[src/rtl/cart_bank_ctrl.sv]
// cart_bank_ctrl
//   Cartridge mapper between the 6502 address bus and a 32 KB cartridge
//   ROM/RAM. Works out the cartridge size from loader writes, picks the
//   bank-switching scheme (none 2K/4K, F8, FE, F6, F4), watches every CPU bus
//   cycle for hotspot accesses and drives the banked ROM address.
//
//   Optional feature macro: SUPERCHIP_EN
//     defined   -> adds input sc_en and drives Superchip cart-RAM selects
//     undefined -> cart_ram_cs / cart_ram_we tied low
//
// Ports
//   clk_sys, reset     system clock, synchronous active-high reset
//   cpu_strobe         one-cycle pulse per CPU bus cycle
//   cpu_addr/rnw/data  CPU bus (13-bit address, 1 = read, 8-bit data)
//   fe_sel             8 KB carts: 1 = FE scheme, 0 = F8 scheme
//   sc_en              (SUPERCHIP_EN only) enable Superchip RAM
//   ld_active          loader owns the ROM; hotspots ignored, bank held at 0
//   ld_wr, ld_addr     loader write strobe/address, used to infer cart size
//   rom_addr           registered banked ROM address
//   bank               current bank register
//   scheme             0 none2K, 1 none4K, 2 F8, 3 FE, 4 F6, 5 F4
//   cart_ram_cs/we     Superchip RAM select / write enable (combinational)

module cart_bank_ctrl #(
  parameter int BANK_W = 3,
  parameter int ROM_AW = 15
) (
  input  logic              clk_sys,
  input  logic              reset,
  input  logic              cpu_strobe,
  input  logic [12:0]       cpu_addr,
  input  logic              cpu_rnw,
  input  logic [7:0]        cpu_data,
  input  logic              fe_sel,
`ifdef SUPERCHIP_EN
  input  logic              sc_en,
`endif
  input  logic              ld_active,
  input  logic              ld_wr,
  input  logic [ROM_AW-1:0] ld_addr,
  output logic [ROM_AW-1:0] rom_addr,
  output logic [BANK_W-1:0] bank,
  output logic [2:0]        scheme,
  output logic              cart_ram_cs,
  output logic              cart_ram_we
);

  localparam logic [2:0] SZ_2K  = 3'd0;
  localparam logic [2:0] SZ_4K  = 3'd1;
  localparam logic [2:0] SZ_8K  = 3'd2;
  localparam logic [2:0] SZ_16K = 3'd3;
  localparam logic [2:0] SZ_32K = 3'd4;

  localparam logic [2:0] SCH_2K = 3'd0;
  localparam logic [2:0] SCH_4K = 3'd1;
  localparam logic [2:0] SCH_F8 = 3'd2;
  localparam logic [2:0] SCH_FE = 3'd3;
  localparam logic [2:0] SCH_F6 = 3'd4;
  localparam logic [2:0] SCH_F4 = 3'd5;

  typedef enum logic {FE_IDLE, FE_ARMED} fe_st_e;

  // Size survives CPU reset so a reset after loading keeps the mapping;
  // the power-up value comes from the configuration image.
  logic [2:0]        sz_q = SZ_4K;
  logic [2:0]        sz_d;
  logic [2:0]        sz_grow;
  logic [2:0]        sz_base;
  logic [BANK_W-1:0] bank_q;
  fe_st_e            fe_st_q;
  logic [ROM_AW-1:0] rom_addr_q;
  logic              hot_vld;
  logic [3:0]        hot_off;
  logic [BANK_W-1:0] hot_bank;
  logic [11:0]       a_lo;

  // ---------------------------------------------------------------- size
  always_comb begin
    sz_grow = SZ_2K;
    if (ld_addr[14])      sz_grow = SZ_32K;
    else if (ld_addr[13]) sz_grow = SZ_16K;
    else if (ld_addr[12]) sz_grow = SZ_8K;
    else if (ld_addr[11]) sz_grow = SZ_4K;
    // An address-0 write restarts sizing from 2K before any growth.
    sz_base = (ld_addr == '0) ? SZ_2K : sz_q;
    sz_d    = sz_q;
    if (ld_wr) sz_d = (sz_grow > sz_base) ? sz_grow : sz_base;
  end

  always_ff @(posedge clk_sys) sz_q <= sz_d;

  // -------------------------------------------------------------- scheme
  always_comb begin
    case (sz_q)
      SZ_2K:   scheme = SCH_2K;
      SZ_4K:   scheme = SCH_4K;
      SZ_8K:   scheme = fe_sel ? SCH_FE : SCH_F8;
      SZ_16K:  scheme = SCH_F6;
      SZ_32K:  scheme = SCH_F4;
      default: scheme = SCH_4K;
    endcase
  end

  // ------------------------------------------------------------ hotspots
  assign a_lo = cpu_addr[11:0];

  always_comb begin
    hot_vld = 1'b0;
    hot_off = 4'd0;
    case (scheme)
      SCH_F8: if (cpu_addr[12] && (a_lo == 12'hFF8 || a_lo == 12'hFF9)) begin
        hot_vld = 1'b1;
        hot_off = {3'b000, a_lo[0]};
      end
      SCH_F6: if (cpu_addr[12] && a_lo >= 12'hFF6 && a_lo <= 12'hFF9) begin
        hot_vld = 1'b1;
        hot_off = a_lo[3:0] - 4'd6;
      end
      SCH_F4: if (cpu_addr[12] && a_lo >= 12'hFF4 && a_lo <= 12'hFFB) begin
        hot_vld = 1'b1;
        hot_off = a_lo[3:0] - 4'd4;
      end
      default: ;
    endcase
    hot_bank = BANK_W'(hot_off);
  end

  // ------------------------------------------------- bank register + FE FSM
  // FE only arms while the FE scheme is selected, so leaving the scheme is
  // the only "scheme change" that can happen while ARMED.
  always_ff @(posedge clk_sys) begin
    if (reset || ld_active) begin
      bank_q  <= '0;
      fe_st_q <= FE_IDLE;
    end else begin
      if (scheme != SCH_FE) fe_st_q <= FE_IDLE;
      if (cpu_strobe) begin
        if (hot_vld) bank_q <= hot_bank;
        if (scheme == SCH_FE) begin
          if (fe_st_q == FE_ARMED)
            bank_q <= cpu_data[5] ? BANK_W'(0) : BANK_W'(1);
          // A 01FE access in ARMED applies the bank and re-arms.
          fe_st_q <= (cpu_addr == 13'h01FE) ? FE_ARMED : FE_IDLE;
        end
      end
    end
  end

  // ------------------------------------------------------------ rom_addr
  // Uses the bank before this cycle's update, so the hotspot access itself
  // still reads the old bank.
  always_ff @(posedge clk_sys) begin
    if (reset) begin
      rom_addr_q <= '0;
    end else begin
      case (scheme)
        SCH_2K:  rom_addr_q <= ROM_AW'(cpu_addr[10:0]);
        SCH_4K:  rom_addr_q <= ROM_AW'(cpu_addr[11:0]);
        default: rom_addr_q <= ROM_AW'({bank_q, cpu_addr[11:0]});
      endcase
    end
  end

  assign rom_addr = rom_addr_q;
  assign bank     = bank_q;

  // ----------------------------------------------------------- Superchip
`ifdef SUPERCHIP_EN
  logic sc_sch;
  assign sc_sch = (scheme == SCH_F8) || (scheme == SCH_F6) || (scheme == SCH_F4);
  // 1000-107F is the write port, 1080-10FF the read port.
  assign cart_ram_cs = ~reset & sc_en & sc_sch & (cpu_addr[12:8] == 5'b10000);
  assign cart_ram_we = ~reset & sc_en & sc_sch & cpu_strobe & ~cpu_rnw &
                       (cpu_addr[12:7] == 6'b100000);
`else
  assign cart_ram_cs = 1'b0;
  assign cart_ram_we = 1'b0;
`endif

  // Only bit 5 of the data bus matters; rnw only matters for Superchip.
  logic unused_ok;
  assign unused_ok = ^{cpu_data[7:6], cpu_data[4:0], cpu_rnw};

endmodule

[config.mk]
export PLATFORM = sky130hd
export DESIGN_NAME = cart_bank_ctrl
export DESIGN_NICKNAME = d
export VERILOG_FILES = /design/src/rtl/cart_bank_ctrl.sv
export SDC_FILE = /design/constraint.sdc
export NUM_CORES = 1
export LEC_CHECK = 0
export BUFFER_PORTS_ARGS = -buffer_cell sky130_fd_sc_hd__buf_2
export CORE_UTILIZATION = 25
export DETAILED_ROUTE_END_ITERATION = 12
export SYNTH_ARGS = -nofsm -noshare
export SYNTH_HDL_FRONTEND = slang
export SYNTH_SLANG_ARGS = --single-unit
[constraint.sdc]
create_clock -name clk_sys -period 3.3 [get_ports clk_sys]
set_input_delay 0.33 -clock clk_sys [delete_from_list [all_inputs] [get_ports clk_sys]]
set_output_delay 0.33 -clock clk_sys [all_outputs]
set_load 0.1 [all_outputs]
== Word level (Yosys, flattened, before mapping) ==
Index checks and enable logic that the tools add are counted.

* Register bits: 22
* Bits of input ports: 43
* Output and inout port bits: 23
* Logic and storage cells: 58

* Add/sub/neg operators: 2
* $lt $le $gt $ge: 5
* Eq/ne operators: 12
* Multiplexer cells: 25
* Reduce and logical (&&, ||, !) cells: 10

{| class="wikitable"
|+ Operators by type and width
! cell !! number
|-
| one-hot mux 15 bit (2 select lines) || 1
|-
| == test 12 bit (second input constant) || 2
|-
| greater-or-equal comparator 12 bit (second input constant) || 2
|-
| less-or-equal comparator 12 bit (second input constant) || 2
|-
| 2-to-1 mux 3 bit || 8
|-
| zero test 15 bit || 1
|-
| == test 13 x 9 -> 1 bit (second input constant) || 1
|-
| == test 3 x 2 -> 1 bit (second input constant) || 4
|-
| one-hot mux 3 bit (4 select lines) || 1
|-
| 2-to-1 mux 1 bit || 11
|-
| == test 3 bit (second input constant) || 3
|-
| one-hot mux 3 bit (3 select lines) || 1
|-
| zero test 3 bit || 2
|-
| subtractor 3 bit (second input constant) || 2
|-
| logical AND 1 bit || 5
|-
| 2-to-1 mux 2 bit || 2
|-
| == test 3 x 1 -> 1 bit (second input constant) || 1
|-
| > comparator 3 bit || 1
|-
| inequality test 3 x 2 -> 1 bit (second input constant) || 1
|-
| one-hot mux 1 bit (3 select lines) || 1
|-
| logical OR 1 bit || 2
|}

== Logic depth before layout (Yosys ltp) ==
* Word-level depth: 8
* Gate-level depth with buffers: 10

== Least setup slack after synthesis ==
OpenSTA, ideal clock, no wires.

* Path type: input -> register
* From: in ld_addr[12]
* To: reg sz_q[0], data pin
* Arrival time: 1638 ps
* Data required time: 3029 ps
* Setup slack: 1391 ps
* Stages: 10
* Path through: nor4_1 > nand4_1 > nand2_1 > inv_1 > ha_1 > inv_1 > a21o_1 > a21oi_1 > a31oi_1 > mux2i_1

* Longest elaborated chain between the ends: 5
* Elaborated cells on any way between the ends: 7
* Classes of those cells: order compare (1); mux (5); reduce/logical (1)

{| class="wikitable"
|+ RTL lines
! item !! line !! text
|-
| start, declared || 40 || <nowiki>input logic [ROM_AW-1:0] ld_addr,</nowiki>
|-
| 2-to-1 mux 2 bit || 82 || <nowiki>else if (ld_addr[12]) sz_grow = SZ_8K;</nowiki>
|-
| 2-to-1 mux 2 bit || 81 || <nowiki>else if (ld_addr[13]) sz_grow = SZ_16K;</nowiki>
|-
| 2-to-1 mux 3 bit || 80 || <nowiki>if (ld_addr[14]) sz_grow = SZ_32K;</nowiki>
|-
| > comparator 3 bit || 87 || <nowiki>if (ld_wr) sz_d = (sz_grow > sz_base) ? sz_grow : sz_base;</nowiki>
|-
| 2-to-1 mux 3 bit (*) || 87 ||
|-
| end signal, assigned || 90 || <nowiki>always_ff @(posedge clk_sys) sz_q <= sz_d;</nowiki>
|-
| end, declared || 65 || <nowiki>logic [2:0] sz_q = SZ_4K;</nowiki>
|}

Every way passes the cells marked *; elsewhere a longest branch is shown, timed or not.
A chain may end at the register's enable or synchronous reset.

== Worst setup path in the final report ==
* From: in ld_addr[0]
* To: reg sz_q[2], data pin

* Longest elaborated chain between the ends: 4

{| class="wikitable"
|+ RTL lines
! item !! line !! text
|-
| zero test 15 bit (*) || 85 || <nowiki>sz_base = (ld_addr == '0) ? SZ_2K : sz_q;</nowiki>
|-
| 2-to-1 mux 3 bit (*) || 85 ||
|-
| > comparator 3 bit || 87 ||
|-
| 2-to-1 mux 3 bit (*) || 87 ||
|}

Marked as above.

==> metrics.md <==
| Metric | Value |
|---|---|
| Nets@finish | 228 |
| DR WL/cell | 11.3 µm |
| Cell Area, Synth | 1160 µm² |
| Clock-pin slew on the worst setup and hold paths | 0.08 ns |
| Hold Buf Count CTS | 0 |
| First-pass GRT wire length | 4430 µm |
| F_max | 512 MHz |
| CP bufs+invs | 3 |
| Min Tclk post-route | 1.95 ns |
| Full die area | 4930 µm² |
| Num Clock Sinks | 22 |
| Required time of the critical path | 3.30 ns |
| Rows | 24 |
| Initial Util | 0.263 |
| Placer Congestion | 0.787 |
| DRC Markers | 0 |
| Worst Setup Path Type | in2reg |
| Final worst-path cycle share | 0.591 |
| R2R setup slack | 1.38 ns |
| Avg Inst Size Synth | 9.15 µm² |
| Final WL | 2610 µm |
| Final hold violations | 0 |
| Setup bufs post-CTS | 0 |
| Hold path endpoint | bank[1] |
| Clock tree buffer depth | 2 |
| Ports | 66 |
| Leading post-synthesis cells by cell area | dfxtp_1, edfxtp_1, nor2b_1, ha_1, nand2_1 |
| Post-cts sizing count | 0 |
| DR vias/cell | 4.65 |
| Worst hold path cell count | 2 |
| Crit. End Element | flop |
| DIE HEIGHT | 70.2 µm |
| Die Wd | 70.2 µm |
| RSZ-0062 raised after global routing | false |
| Synth Instances | 127 |
| Min-delay src | ld_active |
| RR Endpoint | sz_q[2] |
| I/O Buffers | 55 |
| TritonCTS clock tree | done |
| Vias in the first global route | 1,033 |
| Depth of the most critical reg-to-reg path | 6 |
| Count of cell types in the netlist | 40 |
| CP delay by family, top | simple AND/OR/NAND/NOR gates |
| Clock network power share | 0.286 |
| Largest net degree at the start of global routing | 18 |
| Most numerous cell on the critical path | inv_1 |
| DR pass1 iterations | 4 |
| Drt initial violations | 30 |
| Status | complete, no violations |
| Clock skew | 0.00247 ns |
| Reg2Reg Launch Point | sz_q[1] |
| P&R area growth vs syn | 30.7% |
| GRT Overall Usage | 0.111 |
| Via count | 1,078 |
| Max IR drop VDD | 0.177 mV |
| Post-synthesis sequential area ratio | 0.405 |
| Worst path max stage delay | 0.35 ns |
| Initial antenna violation count | 0 |
| Critical-path cell list | buf_2, nor4_1, nand4_1, nand2_1, inv_1, ha_1, inv_1, a21o_1, a21oi_1, a31oi_1, mux2i_1 |
| Yosys reg bits | 22 |
| Post-route ant nets | 0 |
| Worst skew pair latency | 0.26 ns |
| CP max stage cell | a31oi_1 |
| Asr flop ratio synth | 0 |
| CP max FO | 3 |
| Pleak | 0.687 nW |
| Post-synth top area share | 0.327 |
| Pwr Density | 499 nW/µm² |
| Diode count | 0 |
| Worst path arrival time | 1.95 ns |
| P_sw | 278 µW |
| Post-DP HPWL | 2120 µm |
| Total core area | 4410 µm² |
| Top FF cell, synth | dfxtp_1 |
| Setup TNS | 0 ns |
| Sequential group share of total power | 0.401 |
| Maxcap violations | 0 |
| Global route overflow | 0 |
| Largest area contributor in the netlist | dfxtp_1 |
| H-tree depth | 1 |
| Combinational share of power | 0.313 |
| Final setup violation count | 0 |
| Layout cells sized above 1 | 0.372 |
| Crit path launch type | primary input |
| Number of enable flip-flop cells after synthesis | 3 |
| Pre-CTS setup slack | 1.02 ns |
| Pint | 481 µW |
| CTS buffer count | 3 |
| Setup WS post-layout | 1.35 ns |
| Hold WC Path Type | in2reg |
| Min Hold Slack | 0.277 ns |
| Sw Share | 0.366 |
| Final slew viol count | 0 |
| Synth warn | 0 |
| CTS root buf | clkbuf_8 |
==> layout make-up <==
type | instances | area, µm²
Clock buffer | 4 | 66.3
Tap cell | 52 | 65.1
Sequential cell | 22 | 470
Inverter | 5 | 18.8
Multi-Input combinational cell | 94 | 623
Fill cell | 467 | 2900
Timing Repair Buffer | 55 | 275
==> metal layers <==
metal / vias to the layer above / wire [µm] / track usage
met3: 2 / 206 / 0.0216
met5: - / 0 / 0
met1: 458 / 1210 / 0.141
met2: 55 / 1180 / 0.186
li1: 563 / - / -
met4: 0 / 20 / 0.0400
==> per-stage QoR <==
step / cell area, µm² / cells / power, mW / util
2_1_floorplan: 1170 / 128 / 0.503 / -
3_3_place_gp: 1450 / 228 / 0.547 / 0.329
3_5_place_dp: 1450 / 228 / 0.549 / 0.329
4_1_cts: 1520 / 232 / 0.769 / 0.344
5_1_grt: 1520 / 232 / 0.795 / 0.344
6_report: 1520 / 232 / 0.758 / 0.344
==> sequential cells by signal, indices dropped and copies added, names as in the netlist <==
signal,count
sz_q,3
fe_st_q,1
bank,3
rom_addr,15
==> Yosys cell counts (2+ instances only) <==
master,number
and2_1,4
nand3b_1,3
a21oi_1,7
nor2b_1,13
buf_4,3
edfxtp_1,3
nand4_1,2
nand2b_1,3
nor3_1,4
o21ai_0,4
ha_1,4
nand2_1,10
inv_1,5
nor2_1,5
o211ai_1,2
nand3_1,4
nor4_1,5
nor3b_1,2
buf_6,2
a31oi_1,2
dfxtp_1,19
mux2i_1,3
==> power by group through the flow <==
stage / registers [mW] / logic [mW] / clock network (mW)
after global routing: 0.306 / 0.255 / 0.234
after CTS: 0.304 / 0.239 / 0.225
after global placement: 0.310 / 0.237 / 0
after floorplan: 0.357 / 0.146 / 0
after detailed placement: 0.310 / 0.239 / 0
final: 0.304 / 0.237 / 0.217
==> cells by family (layout without fill, tap and decap cells) <==
kind of cell | after synthesis | in the layout | synth area share
simple gates | 64 | 64 | 0.334
fa+ha+maj | 4 | 4 | 0.0431
buf+inv | 12 | 64 | 0.0624
other cells | 1 | 2 | 0.00323
flops | 22 | 22 | 0.405
mux | 3 | 3 | 0.0258
compound gates | 21 | 21 | 0.127
==> worst max-delay path by stage <==
stage               to   startpoint  cells after the start  slack, ns
2_1_floorplan  sz_q[0]  ld_addr[12]                     10       1.39
3_3_place_gp   sz_q[2]  ld_addr[14]                     11       1.06
3_5_place_dp   sz_q[2]   ld_addr[0]                     11       1.02
4_1_cts        sz_q[2]   ld_addr[0]                     11       1.32
5_1_grt        sz_q[2]  ld_addr[14]                     11       1.07
6_report       sz_q[2]   ld_addr[0]                     11       1.35
==> placed cells by master, fill, tap and decap left out, types with 3 or more instances in the layout <==
cell type / netlist / final
a21oi_1: 7 / 7
and2_1: 4 / 4
buf_2: 0 / 55
clkbuf_8: 0 / 3
dfxtp_1: 19 / 19
edfxtp_1: 3 / 3
ha_1: 4 / 4
inv_1: 5 / 5
mux2i_1: 3 / 3
nand2_1: 10 / 10
nand2b_1: 3 / 3
nand3_1: 4 / 4
nand3b_1: 3 / 3
nor2_1: 5 / 5
nor2b_1: 13 / 13
nor3_1: 4 / 4
nor4_1: 5 / 5
o21ai_0: 4 / 4
Note: power is estimated with default switching activity, not from simulation.
